## src/rtl/cla_word_sequencer_pkg.sv

```systemverilog
// Shared types and helpers for the multi-word CLA sequencer.
// Build option: CLA_SEQ_SUBTRACT_EN enables per-packet subtraction.
package cla_pkg;

  localparam int DATA_W = 32;

  typedef enum logic {
    IDLE,
    BUSY
  } state_t;

  function automatic logic ovf_f(
    input logic a_msb,
    input logic b_msb,
    input logic s_msb
  );
    return (a_msb == b_msb) && (s_msb != a_msb);
  endfunction

endpackage

```

## src/rtl/cla_seq_out_reg.sv

```systemverilog
// One-deep valid/ready result register for the CLA sequencer.
// Holds sum word and packet flags until the consumer takes them.
module cla_seq_out_reg #(
  parameter int DATA_W = 32
) (
  input  logic              clk,
  input  logic              rst_n,
  input  logic              i_load,
  input  logic [DATA_W-1:0] i_s,
  input  logic              i_last,
  input  logic              i_cout,
  input  logic              i_ovf,
  input  logic              i_err,
  input  logic              i_ready,
  output logic              o_valid,
  output logic [DATA_W-1:0] o_s,
  output logic              o_last,
  output logic              o_cout,
  output logic              o_ovf,
  output logic              o_err,
  output logic              o_free
);

  logic              r_valid;
  logic [DATA_W-1:0] r_s;
  logic              r_last;
  logic              r_cout;
  logic              r_ovf;
  logic              r_err;

  always_ff @(posedge clk or negedge rst_n) begin
    if (!rst_n) begin
      r_valid <= 1'b0;
      r_s     <= '0;
      r_last  <= 1'b0;
      r_cout  <= 1'b0;
      r_ovf   <= 1'b0;
      r_err   <= 1'b0;
    end else if (i_load) begin
      r_valid <= 1'b1;
      r_s     <= i_s;
      r_last  <= i_last;
      r_cout  <= i_cout;
      r_ovf   <= i_ovf;
      r_err   <= i_err;
    end else if (i_ready) begin
      r_valid <= 1'b0;
    end
  end

  assign o_free  = !r_valid || i_ready;
  assign o_valid = r_valid;
  assign o_s     = r_s;
  assign o_last  = r_last;
  assign o_cout  = r_cout;
  assign o_ovf   = r_ovf;
  assign o_err   = r_err;

endmodule

```

## src/rtl/cla_word_sequencer.sv

```systemverilog
// Chains one 32-bit CLA across multi-word operands, LS word first.
// Build option: CLA_SEQ_SUBTRACT_EN adds in_sub (A - B per packet).
module cla_word_sequencer #(
  parameter int DATA_W    = cla_pkg::DATA_W,
  parameter int MAX_WORDS = 8,
  parameter int CNT_W     = $clog2(MAX_WORDS)
) (
  input  logic              clk,
  input  logic              rst_n,
`ifdef CLA_SEQ_SUBTRACT_EN
  input  logic              in_sub,
`endif
  input  logic              in_valid,
  output logic              in_ready,
  input  logic [DATA_W-1:0] in_a,
  input  logic [DATA_W-1:0] in_b,
  input  logic              in_last,
  output logic [DATA_W-1:0] cla_a,
  output logic [DATA_W-1:0] cla_b,
  output logic              cla_cin,
  input  logic [DATA_W-1:0] cla_s,
  input  logic              cla_cout,
  output logic              out_valid,
  input  logic              out_ready,
  output logic [DATA_W-1:0] out_s,
  output logic              out_last,
  output logic              out_cout,
  output logic              out_ovf,
  output logic              out_err
);

  import cla_pkg::*;

  state_t           r_state;
  logic             r_carry;
  logic [CNT_W-1:0] r_cnt;
  logic             w_sub;
  logic             w_free;
  logic             w_acc;
  logic             w_force;
  logic             w_end;
  logic             w_ovf;

`ifdef CLA_SEQ_SUBTRACT_EN
  logic r_sub;

  // Operation is latched from the first word and held for the packet.
  assign w_sub = (r_state == IDLE) ? in_sub : r_sub;

  always_ff @(posedge clk or negedge rst_n) begin
    if (!rst_n) begin
      r_sub <= 1'b0;
    end else if (w_acc && r_state == IDLE) begin
      r_sub <= in_sub;
    end
  end
`else
  assign w_sub = 1'b0;
`endif

  assign cla_a   = in_a;
  assign cla_b   = w_sub ? ~in_b : in_b;
  assign cla_cin = (r_state == IDLE) ? w_sub : r_carry;

  assign in_ready = w_free;
  assign w_acc    = in_valid && w_free;
  assign w_force  = (r_cnt == CNT_W'(MAX_WORDS - 1));
  assign w_end    = in_last || w_force;
  assign w_ovf    = ovf_f(in_a[DATA_W-1], cla_b[DATA_W-1],
                          cla_s[DATA_W-1]);

  always_ff @(posedge clk or negedge rst_n) begin
    if (!rst_n) begin
      r_state <= IDLE;
      r_carry <= 1'b0;
      r_cnt   <= '0;
    end else if (w_acc) begin
      if (w_end) begin
        r_state <= IDLE;
        r_carry <= 1'b0;
        r_cnt   <= '0;
      end else begin
        r_state <= BUSY;
        r_carry <= cla_cout;
        r_cnt   <= r_cnt + CNT_W'(1);
      end
    end
  end

  cla_seq_out_reg #(
    .DATA_W (DATA_W)
  ) u_out (
    .clk     (clk),
    .rst_n   (rst_n),
    .i_load  (w_acc),
    .i_s     (cla_s),
    .i_last  (w_end),
    .i_cout  (w_end && cla_cout),
    .i_ovf   (w_end && w_ovf),
    .i_err   (w_force && !in_last),
    .i_ready (out_ready),
    .o_valid (out_valid),
    .o_s     (out_s),
    .o_last  (out_last),
    .o_cout  (out_cout),
    .o_ovf   (out_ovf),
    .o_err   (out_err),
    .o_free  (w_free)
  );

endmodule
```

## config.mk

```make
export PLATFORM = sky130hd
export DESIGN_NAME = cla_word_sequencer
export DESIGN_NICKNAME = d
export VERILOG_FILES = /design/src/rtl/cla_word_sequencer_pkg.sv /design/src/rtl/cla_seq_out_reg.sv /design/src/rtl/cla_word_sequencer.sv
export SDC_FILE = /design/constraint.sdc
export NUM_CORES = 1
export LEC_CHECK = 0
export CORE_MARGIN = 3
export CORE_UTILIZATION = 29
export CTS_CLUSTER_SIZE = 30
export DETAILED_ROUTE_END_ITERATION = 8
export GPL_TIMING_DRIVEN = 0
export HOLD_SLACK_MARGIN = 0.12
export PLACE_DENSITY = 0.9
export REMOVE_ABC_BUFFERS = 1
export SETUP_SLACK_MARGIN = 0.1
export SYNTH_ARGS = -nofsm -noshare
export SYNTH_HDL_FRONTEND = slang
export SYNTH_SLANG_ARGS = --single-unit
```

## constraint.sdc

```tcl
create_clock -name clk -period 1.3 [get_ports clk]
set_input_delay 0.195 -clock clk [delete_from_list [all_inputs] [get_ports clk]]
set_output_delay 0.195 -clock clk [all_outputs]
set_load 0.01 [all_outputs]
```

==> results.sh <==
export IMPL_n_antenna_cell=0
export IMPL_synth_edf_count=0
export IMPL_die_w_um=95.4
export IMPL_cts_buffer_depth=2
export IMPL_gp_congestion=0.755
export IMPL_via_count=1406
export IMPL_wl_per_cell_um=31.1
export IMPL_layout_drive_gt1_share=0.368
export IMPL_yosysUniqueCellTypes=21
export IMPL_synth_most_common_cell="buf_4"
export IMPL_p_total_w=0.00385
export IMPL_ys_seq_area_frac=0.453
export IMPL_period_share=1.06
export IMPL_async_flop_share=1.00
export IMPL_die_area_um2=9100
export IMPL_grtUsageTotal=0.210
export IMPL_status="finished, violations left"
export IMPL_hold_viol=0
export IMPL_drc=0
export IMPL_numCtsBuffers=5
export IMPL_max_freq_ghz=0.728
export IMPL_num_rows=31
export IMPL_worstSetupEndpointType="register"
export IMPL_clkTransAtPathRegs_ns=0.09
export IMPL_reg2regPathDepth=5
export IMPL_synth_ff_type="dfrtp_1"
export IMPL_synthTopCellsByCount="64 x buf_4, 42 x dfrtp_1, 34 x mux2_4"
export IMPL_grt_overflow=0
export IMPL_drv_cap=0
export IMPL_endpoint="u_out.o_cout"
export IMPL_path_class="register to register"
export IMPL_crit_fanout=6
export IMPL_holdWs_ns=0.257
export IMPL_drtPass1Iterations=4
export IMPL_fin_nets=315
export IMPL_p_per_area_nw_per_um2=1280
export IMPL_violations="negative setup slack"
export IMPL_relSlewSlack=0.652
export IMPL_worst_pin_slew_ns=0.522
export IMPL_grt_max_degree=39
export IMPL_drv_slew=0
export IMPL_ys_warn_count=0
export IMPL_avgSynthCellArea_um2=13.4
export IMPL_htree_levels=2
export IMPL_synth_seq_cells=42
export IMPL_postLayoutCellArea_um2=3000
export IMPL_dieHeight_um=95.4
export IMPL_yosysTopAreaCell="dfrtp_1"
export IMPL_grt_setup_unrepaired="yes"
export IMPL_postRouteAntennaNets=0
export IMPL_startpoint="r_cnt[1]"
export IMPL_syn_cell_area_um2=2320
export IMPL_timing_final_ws_setup_ns=-0.0745
export IMPL_layout_min_cycle_time_ns=1.37
export IMPL_cts_root_buffer="clkbuf_8"
export IMPL_r2r_start="r_cnt[1]"
export IMPL_ir_drop_v=0.000582
export IMPL_cts_sinks=42
export IMPL_clk_latency_ns=0.29
export IMPL_setup_tns_ns=-0.383
export IMPL_finClkSkew_ns=0.0108
export IMPL_pin_count=205
export IMPL_cts_tree="done"
export IMPL_initial_core_util=0.310
export IMPL_p_leak_nw=1.39
export IMPL_vias_per_cell=4.52
export IMPL_rrSetupSlack_ns=-0.07
export IMPL_min_path_type="input pin to async pin"
export IMPL_antenna_found_initial=0
export IMPL_synthDominantCellAreaShare=0.453
export IMPL_hpwl_um=7040
export IMPL_r2r_end="u_out.o_cout"
export IMPL_synth_area_leaders="dfrtp_1 45%, mux2_4 22%, buf_4 21%"
export IMPL_drt_iter0_markers=23
export IMPL_cp_required_ns=1.49
export IMPL_placed_cell_area_um2=2680
export IMPL_grt_pass1_wl_um=12700
export IMPL_finalWirelength_um=9660
export IMPL_postSynthCellCount=173
export IMPL_arrival_ns=1.56
export IMPL_finalSetupViolCount=28
export IMPL_cp_start_kind="register"
export IMPL_syn2layout_area_growth_pct=29.3
export IMPL_fillers=705
export IMPL_final_util=0.400
export IMPL_coreArea_um2=7490
export IMPL_grt_pass1_vias=1586
export IMPL_portBuffers=80
flip-flops by register name, indices dropped and copies added, names as in the netlist:
register	cells
u_out.o_s	32
r_cnt	3
r_carry	1
r_state	1
u_out.o_cout	1
u_out.o_err	1
u_out.o_last	1
u_out.o_ovf	1
u_out.o_valid	1
through the flow:
stage	setup slack, ns	instances
final	-0.0745	311
after global routing	-0.126	311
after CTS	-0.0596	306
after detailed placement	-0.689	283
after global placement	-1.01	282
after floorplan	-0.283	103
power breakdown:
part | switching [W] | internal, W | leakage [nW]
Sequential | 0.000106 | 0.00149 | 0.500
Combinational | 0.000370 | 0.000610 | 0.817
Clock | 0.000452 | 0.000820 | 0.0714
cells by family after synthesis:
logic type,synth area share
multiplexers,0.229
adder cells (fa/ha/maj),0.0108
AO/OA/AOI/OAI,0.0140
AND/OR/NAND/NOR,0.0383
flip-flops,0.453
buffers and inverters,0.254
cell usage in the layout (no fill, tap or decap):
cell type        instances
clkdlybuf4s15_1         13
buf_4                    9
dfrtp_2                  1
mux2i_1                  1
bufinv_16                2
buf_2                    2
nor2b_1                  2
nand2b_1                 1
dlygate4sd3_1            1
o21ai_1                  4
buf_12                   1
clkbuf_8                 6
mux2_4                  35
nor2_4                   1
nand3_2                  1
inv_1                    2
nor2_1                   1
inv_2                    2
ha_4                     1
a21oi_2                  1
and2_4                   7
dlygate4sd2_1           27
clkdlybuf4s50_1         36
o21a_1                   1
buf_6                    4
nand2b_4                 2
or3b_2                   1
nand3b_1                 1
clkbuf_2                 1
nand4_1                  3
ha_2                     1
dfrtp_1                 41
critical path: stages (launching register included):
cell,delay (ns)
dfrtp_1,0.40
ha_2,0.21
ha_4,0.16
nor2_4,0.18
nor2b_1,0.07
mux2_4,0.25
timing repair:
| action | in CTS | in global routing |
|---|---|---|
| buffers inserted | 7 | 5 |
| endpoints found under the hold margin | 42 | 0 |
| hold buffers | 1 | 0 |
| pin swaps | 5 | 0 |
| resized for setup | 72 | 18 |
| setup endpoints to repair | 82 | 62 |
| gates cloned | 7 | 0 |
cell type report:
class                           count  area (um2)  area share
Clock buffer                        6        82.6      0.0275
Clock inverter                      2        60.1      0.0200
Inverter                            4        15.0     0.00501
Multi-Input combinational cell     64         779       0.260
Sequential cell                    42        1050       0.351
Tap cell                           99         124      0.0413
Timing Repair Buffer               94         885       0.295
worst min-delay path by stage:
stage	to	slack (ns)	cells past startpoint
6_report	u_out.o_cout	0.26	2
5_1_grt	u_out.o_cout	0.26	2
4_1_cts	u_out.o_cout	0.25	2
3_5_place_dp	u_out.o_cout	0.03	1
3_3_place_gp	cla_a[0]	0.39	0
2_1_floorplan	r_carry	-0.10	0
layer usage:
metal  wire length, um  GRT usage  up-vias
met5                27     0.0595        -
met4                40     0.0296        2
met3              2500      0.247        5
met2              3660      0.269      154
met1              3440      0.223      663
li1                  -          -      582
(Power assumes the default switching activity.)
